### config.mk
export PLATFORM = sky130hd
export DESIGN_NAME = instr_register_param
export DESIGN_NICKNAME = d
export VERILOG_FILES = /design/src/rtl/instr_register_pkg.sv /design/src/rtl/instr_alu.sv /design/src/rtl/instr_register_param.sv
export SDC_FILE = /design/constraint.sdc
export NUM_CORES = 2
export LEC_CHECK = 0
export ABC_CLOCK_PERIOD_IN_PS = 89100
export BUFFER_PORTS_ARGS = -buffer_cell sky130_fd_sc_hd__buf_2
export CORE_UTILIZATION = 50
export DETAILED_ROUTE_END_ITERATION = 10
export GPL_ROUTABILITY_DRIVEN = 1
export PLACE_DENSITY_LB_ADDON = 0.08
export SETUP_SLACK_MARGIN = 0.4
export SYNTH_ARGS = -nofsm -noshare
export SYNTH_HDL_FRONTEND = slang
export SYNTH_SLANG_ARGS = --single-unit
### constraint.sdc
create_clock -name clk -period 89.1 [get_ports clk]
set_input_delay 13.365 -clock clk [delete_from_list [all_inputs] [get_ports clk]]
set_output_delay 13.365 -clock clk [all_outputs]
set_load 0.05 [all_outputs]
### src/rtl/instr_register_pkg.sv
// Shared types for the parametrised instruction register.
// Opcode encoding and the default-width stored entry.
package instr_register_pkg;

  localparam int DEF_OPW = 8;
  localparam int DEF_RW  = 2 * DEF_OPW;

  typedef enum logic [2:0] {
    ZERO  = 3'd0,
    PASSA = 3'd1,
    PASSB = 3'd2,
    ADD   = 3'd3,
    SUB   = 3'd4,
    MULT  = 3'd5,
    DIV   = 3'd6,
    MOD   = 3'd7
  } opcode_t;

  typedef struct packed {
    opcode_t             opcode;
    logic [DEF_OPW-1:0]  operand_a;
    logic [DEF_OPW-1:0]  operand_b;
    logic [DEF_RW-1:0]   result;
    logic                div_err;
  } entry_t;

endpackage

### src/rtl/instr_alu.sv
// Combinational ALU evaluated at write time.
// Operands are signed and widened to 2*OPW before use.
module instr_alu
  import instr_register_pkg::*;
#(
  parameter  int OPW = 8,
  localparam int RW  = 2 * OPW
) (
  input  logic signed [OPW-1:0] a,
  input  logic signed [OPW-1:0] b,
  input  opcode_t               opcode,
  output logic signed [RW-1:0]  result,
  output logic                  div_err
);

  logic signed [RW-1:0] a_x;
  logic signed [RW-1:0] b_x;
  logic                 b_zero;

  assign a_x    = {{OPW{a[OPW-1]}}, a};
  assign b_x    = {{OPW{b[OPW-1]}}, b};
  assign b_zero = (b == '0);

  // Opcode decode; division by zero yields 0 and raises div_err.
  always_comb begin
    result  = '0;
    div_err = 1'b0;
    unique case (opcode)
      ZERO:  result = '0;
      PASSA: result = a_x;
      PASSB: result = b_x;
      ADD:   result = a_x + b_x;
      SUB:   result = a_x - b_x;
      MULT:  result = a_x * b_x;
      DIV: begin
        if (b_zero) div_err = 1'b1;
        else        result  = a_x / b_x;
      end
      MOD: begin
        if (b_zero) div_err = 1'b1;
        else        result  = a_x % b_x;
      end
    endcase
  end

endmodule

### src/rtl/instr_register_param.sv
// Instruction register: DEPTH entries with write-time ALU,
// valid bitmap, occupancy count and a registered read port.
module instr_register_param
  import instr_register_pkg::*;
#(
  parameter  int DEPTH = 32,
  parameter  int OPW   = 8,
  localparam int AW    = $clog2(DEPTH),
  localparam int RW    = 2 * OPW
) (
  input  logic                  clk,
  input  logic                  reset,
  input  logic                  load_en,
  input  logic [AW-1:0]         write_pointer,
  input  opcode_t               opcode,
  input  logic signed [OPW-1:0] operand_a,
  input  logic signed [OPW-1:0] operand_b,
  input  logic                  read_en,
  input  logic [AW-1:0]         read_pointer,
  input  logic                  clear_all,
  output opcode_t               rd_opcode,
  output logic signed [OPW-1:0] rd_operand_a,
  output logic signed [OPW-1:0] rd_operand_b,
  output logic signed [RW-1:0]  rd_result,
  output logic                  rd_div_err,
  output logic                  rd_valid,
  output logic [AW:0]           valid_count,
  output logic                  full
);

  typedef struct packed {
    opcode_t               opcode;
    logic signed [OPW-1:0] operand_a;
    logic signed [OPW-1:0] operand_b;
    logic signed [RW-1:0]  result;
    logic                  div_err;
  } ent_t;

  ent_t                 mem [DEPTH];
  logic [DEPTH-1:0]     valid;
  logic signed [RW-1:0] alu_result;
  logic                 alu_err;
  ent_t                 rd_ent;

  instr_alu #(.OPW(OPW)) u_alu (
    .a       (operand_a),
    .b       (operand_b),
    .opcode  (opcode),
    .result  (alu_result),
    .div_err (alu_err)
  );

  assign full   = (valid_count == (AW+1)'(DEPTH));
  assign rd_ent = valid[read_pointer] ? mem[read_pointer] : '0;

  // Entry storage; contents are not reset, validity lives in the bitmap.
  always_ff @(posedge clk) begin
    if (load_en && !reset) begin
      mem[write_pointer] <= '{
        opcode:    opcode,
        operand_a: operand_a,
        operand_b: operand_b,
        result:    alu_result,
        div_err:   alu_err
      };
    end
  end

  // Valid bitmap and occupancy; clear takes effect before a same-cycle write.
  always_ff @(posedge clk) begin
    if (reset) begin
      valid       <= '0;
      valid_count <= '0;
    end else if (clear_all) begin
      valid       <= '0;
      valid_count <= '0;
      if (load_en) begin
        valid[write_pointer] <= 1'b1;
        valid_count          <= (AW+1)'(1);
      end
    end else if (load_en) begin
      valid[write_pointer] <= 1'b1;
      if (!valid[write_pointer]) valid_count <= valid_count + 1'b1;
    end
  end

  // Registered read port; sees pre-write state of the same cycle.
  always_ff @(posedge clk) begin
    if (reset) begin
      rd_valid     <= 1'b0;
      rd_opcode    <= ZERO;
      rd_operand_a <= '0;
      rd_operand_b <= '0;
      rd_result    <= '0;
      rd_div_err   <= 1'b0;
    end else if (read_en) begin
      rd_valid     <= valid[read_pointer];
      rd_opcode    <= rd_ent.opcode;
      rd_operand_a <= rd_ent.operand_a;
      rd_operand_b <= rd_ent.operand_b;
      rd_result    <= rd_ent.result;
      rd_div_err   <= rd_ent.div_err;
    end else begin
      rd_valid <= 1'b0;
    end
  end

endmodule

==> flow_metrics.py <==
metrics = {
    "sta": {
        "fin_worst_skew_ps": 56.3,
        "finalSetupTns_ps": 0,
        "max_freq_mhz": 21.6,
        "post-route-period-util": 0.520,
        "worst_pin_slew_ps": 1330,
        "hold_violations": 0,
        "setup_slack_ps": 42770,
        "setup_viol": 0,
        "finalCriticalPeriod_ps": 46330,
        "rsz0062_at_grt": "no",
        "maxSlewViolCount": 0,
        "whs_ps": 454,
        "slew_headroom": 0.113,
    },
    "clock_network": {
        "clk_latency_ps": 720,
        "cts_setup_buffers": 0,
        "cts_hold_buf": 0,
        "cts_made_buffers": 121,
        "cts_sinks": 1227,
        "clock-root-buffer": "clkbuf_16",
        "ctsResizeCount": 0,
        "cts_tree": "yes",
        "h-tree-depth": 3,
        "clockBufferDepth": 3,
        "clk_pin_slew_ps": 60,
    },
    "critical_path": {
        "end_kind": "flop",
        "reg2regPathDepth": 6,
        "critPathSlowestCell": "a211oi_1",
        "crit_arrival_ps": 46420,
        "cp-start-kind": "input pin",
        "worstPathRequired_ps": 89190,
        "cp_max_fo": 44,
        "setup.worst_path.class": "input pin to flop",
        "timing.critical_path.mode_cell": "ha_1",
        "max_stage_delay_ps": 910,
    },
    "placed_design": {
        "port_buffers": 77,
        "gp_congestion": 0.952,
        "place_ws_ps": 42660,
        "hpwl_um": 99400,
    },
    "global_route": {
        "grt_pass1_wl_um": 237000,
        "antenna_found_initial": 3,
        "gr-total-overflow": 0,
        "grt_max_degree": 146,
        "track_usage": 0.279,
        "grt_pass1_vias": 34400,
    },
    "die": {
        "start_util": 0.504,
        "die_width_um": 344,
        "core_um2": 116000,
        "rows": 125,
        "io_pins": 78,
        "die_area_um2": 119000,
        "die-height_um": 344,
    },
    "synth": {
        "synth_edf_count": 1152,
        "ys_ff_latch": 1227,
        "ys_seq_area_frac": 0.616,
        "yosysWarnings": 0,
        "synthCells": 3630,
        "synth_area_um2": 58600,
        "postSynth.asyncResetShare": 0,
        "syn_avg_cell_area_um2": 16.1,
        "ys_types": 96,
        "synth_ff_type": "edfxtp_1",
    },
    "final_layout": {
        "utilization": 0.564,
        "diodes": 0,
        "nFillCells": 9015,
        "syn2layout_area_growth_pct": 12.0,
        "layout.nets": 4086,
        "drive_gt1_frac": 0.210,
    },
    "run_status": {
        "status": "complete, no violations",
    },
    "routing": {
        "vias_per_cell": 6.37,
        "vias": 34600,
        "drc": 0,
        "finalWirelength_um": 164000,
        "initialDrtViolationCount": 3687,
        "post_drt_wl_per_cell_um": 30.2,
        "antenna_left": 0,
        "first_pass_iters": 5,
    },
    "run": {
        "maxCapViolCount": 0,
    },
    "worst_hold_path": {
        "holdPathStages": 2,
        "hold_path.class": "flop to flop",
    },
}
[final timing paths]
| kind | from | end | slack (ps) |
|---|---|---|---|
| max | operand_b[1] | mem[20][16] | 42770 |
| min | rd_result[12] | rd_result[12] | 450 |
| max reg2reg | valid[31] | rd_operand_b[1] | 86520 |
| min reg2reg | rd_result[12] | rd_result[12] | 450 |
[per-layer routing]
layer | up-vias | track usage | part of all wire
met5 | - | 0 | 0.00014
met4 | 4 | 0.0565 | 0.018
met3 | 207 | 0.0428 | 0.070
met2 | 1322 | 0.456 | 0.48
met1 | 18200 | 0.401 | 0.43
li1 | 14800 | - | -
[stage by stage]
step,cells,instance area (µm²)
CTS,5434,65600
detailed placement,5206,61500
finish,5434,65600
floorplan,3672,58700
global route,5434,65600
global placement,5206,61500
[synth_stat cells (10+ instances only)]
library cell	n	area, µm²
edfxtp_1	1152	34600
mux4_2	378	8510
nor2_1	198	743
ha_1	189	2360
nand2_1	189	709
inv_1	136	510
a21oi_1	130	651
clkbuf_1	107	402
o21ai_0	107	536
xnor2_1	104	911
dfxtp_1	75	1500
a21o_1	72	541
mux2i_1	59	591
fa_1	58	1160
nor3_1	49	245
nand3_1	46	230
o21a_1	40	300
and2_1	38	238
xor2_1	38	333
buf_1	37	139
nand2b_1	28	175
a31oi_1	26	163
or3_1	26	163
o211ai_1	21	158
a221oi_1	20	175
o21bai_1	20	150
nor2b_1	19	119
a211oi_1	17	128
o31ai_1	15	113
and3_1	12	75.1
nand4_1	12	75.1
o221ai_1	12	105
mux2_2	11	124
a21boi_0	10	75.1
a221o_1	10	100
[layout by cell type, fill, tap and decap left out, types with 19 or more instances in the layout]
cell,instances
xnor2_1,102
o21ai_0,100
or3_1,26
clkbuf_1,28
conb_1,44
clkinv_2,23
inv_1,136
nand2b_1,28
nand3_1,46
fa_1,58
nor2_1,163
clkinv_1,20
xor2_1,38
a21oi_1,130
o21bai_1,20
buf_2,72
o211ai_1,21
a221oi_1,20
dfxtp_1,75
edfxtp_1,1152
nor2b_1,19
ha_1,189
a31oi_1,26
o21a_1,40
nor3_1,49
nor2_4,35
nand2_1,189
mux4_2,378
a21o_1,72
mux2i_1,56
and2_1,38
clkbuf_16,124
buf_4,83
[critical path: cells and delay by family]
family	cells	cell delay [ps]
adders and majority gates	15	5110
AOI/OAI and AO/OA	43	14920
and+or+nand+nor	41	10170
muxes	1	350
buffers and inverters	11	2360
[layout make-up]
class / instances / area (µm²) / share of cell area
Tap cell: 1524 / 1910 / 0.0291
Clock inverter: 66 / 711 / 0.0108
Inverter: 137 / 514 / 0.00784
Timing Repair Buffer: 161 / 1080 / 0.0165
Multi-Input combinational cell: 2157 / 21900 / 0.334
Sequential cell: 1227 / 36100 / 0.550
Clock buffer: 162 / 3350 / 0.0510
[sequential cells by signal (all words and copies together) (netlist names)]
register      cells
mem            1152
rd_div_err        1
rd_opcode         3
rd_operand_a      8
rd_operand_b      8
rd_result        16
rd_valid          1
valid            32
valid_count       6
[kinds of logic (layout without fill, tap and decap cells)]
family | after synthesis | in the layout | synth area share
xor+xnor | 142 | 142 | 0.0212
fa+ha+maj | 247 | 247 | 0.0602
other cells | 2 | 44 | 0.000128
compound gates | 606 | 606 | 0.0715
flops | 1227 | 1227 | 0.616
simple gates | 670 | 670 | 0.0546
mux | 448 | 448 | 0.158
buf+inv | 288 | 526 | 0.0186
Power is left out: the tool's default activity adds up to more than one toggle a clock period on the data nets, which glitch-free logic cannot reach.
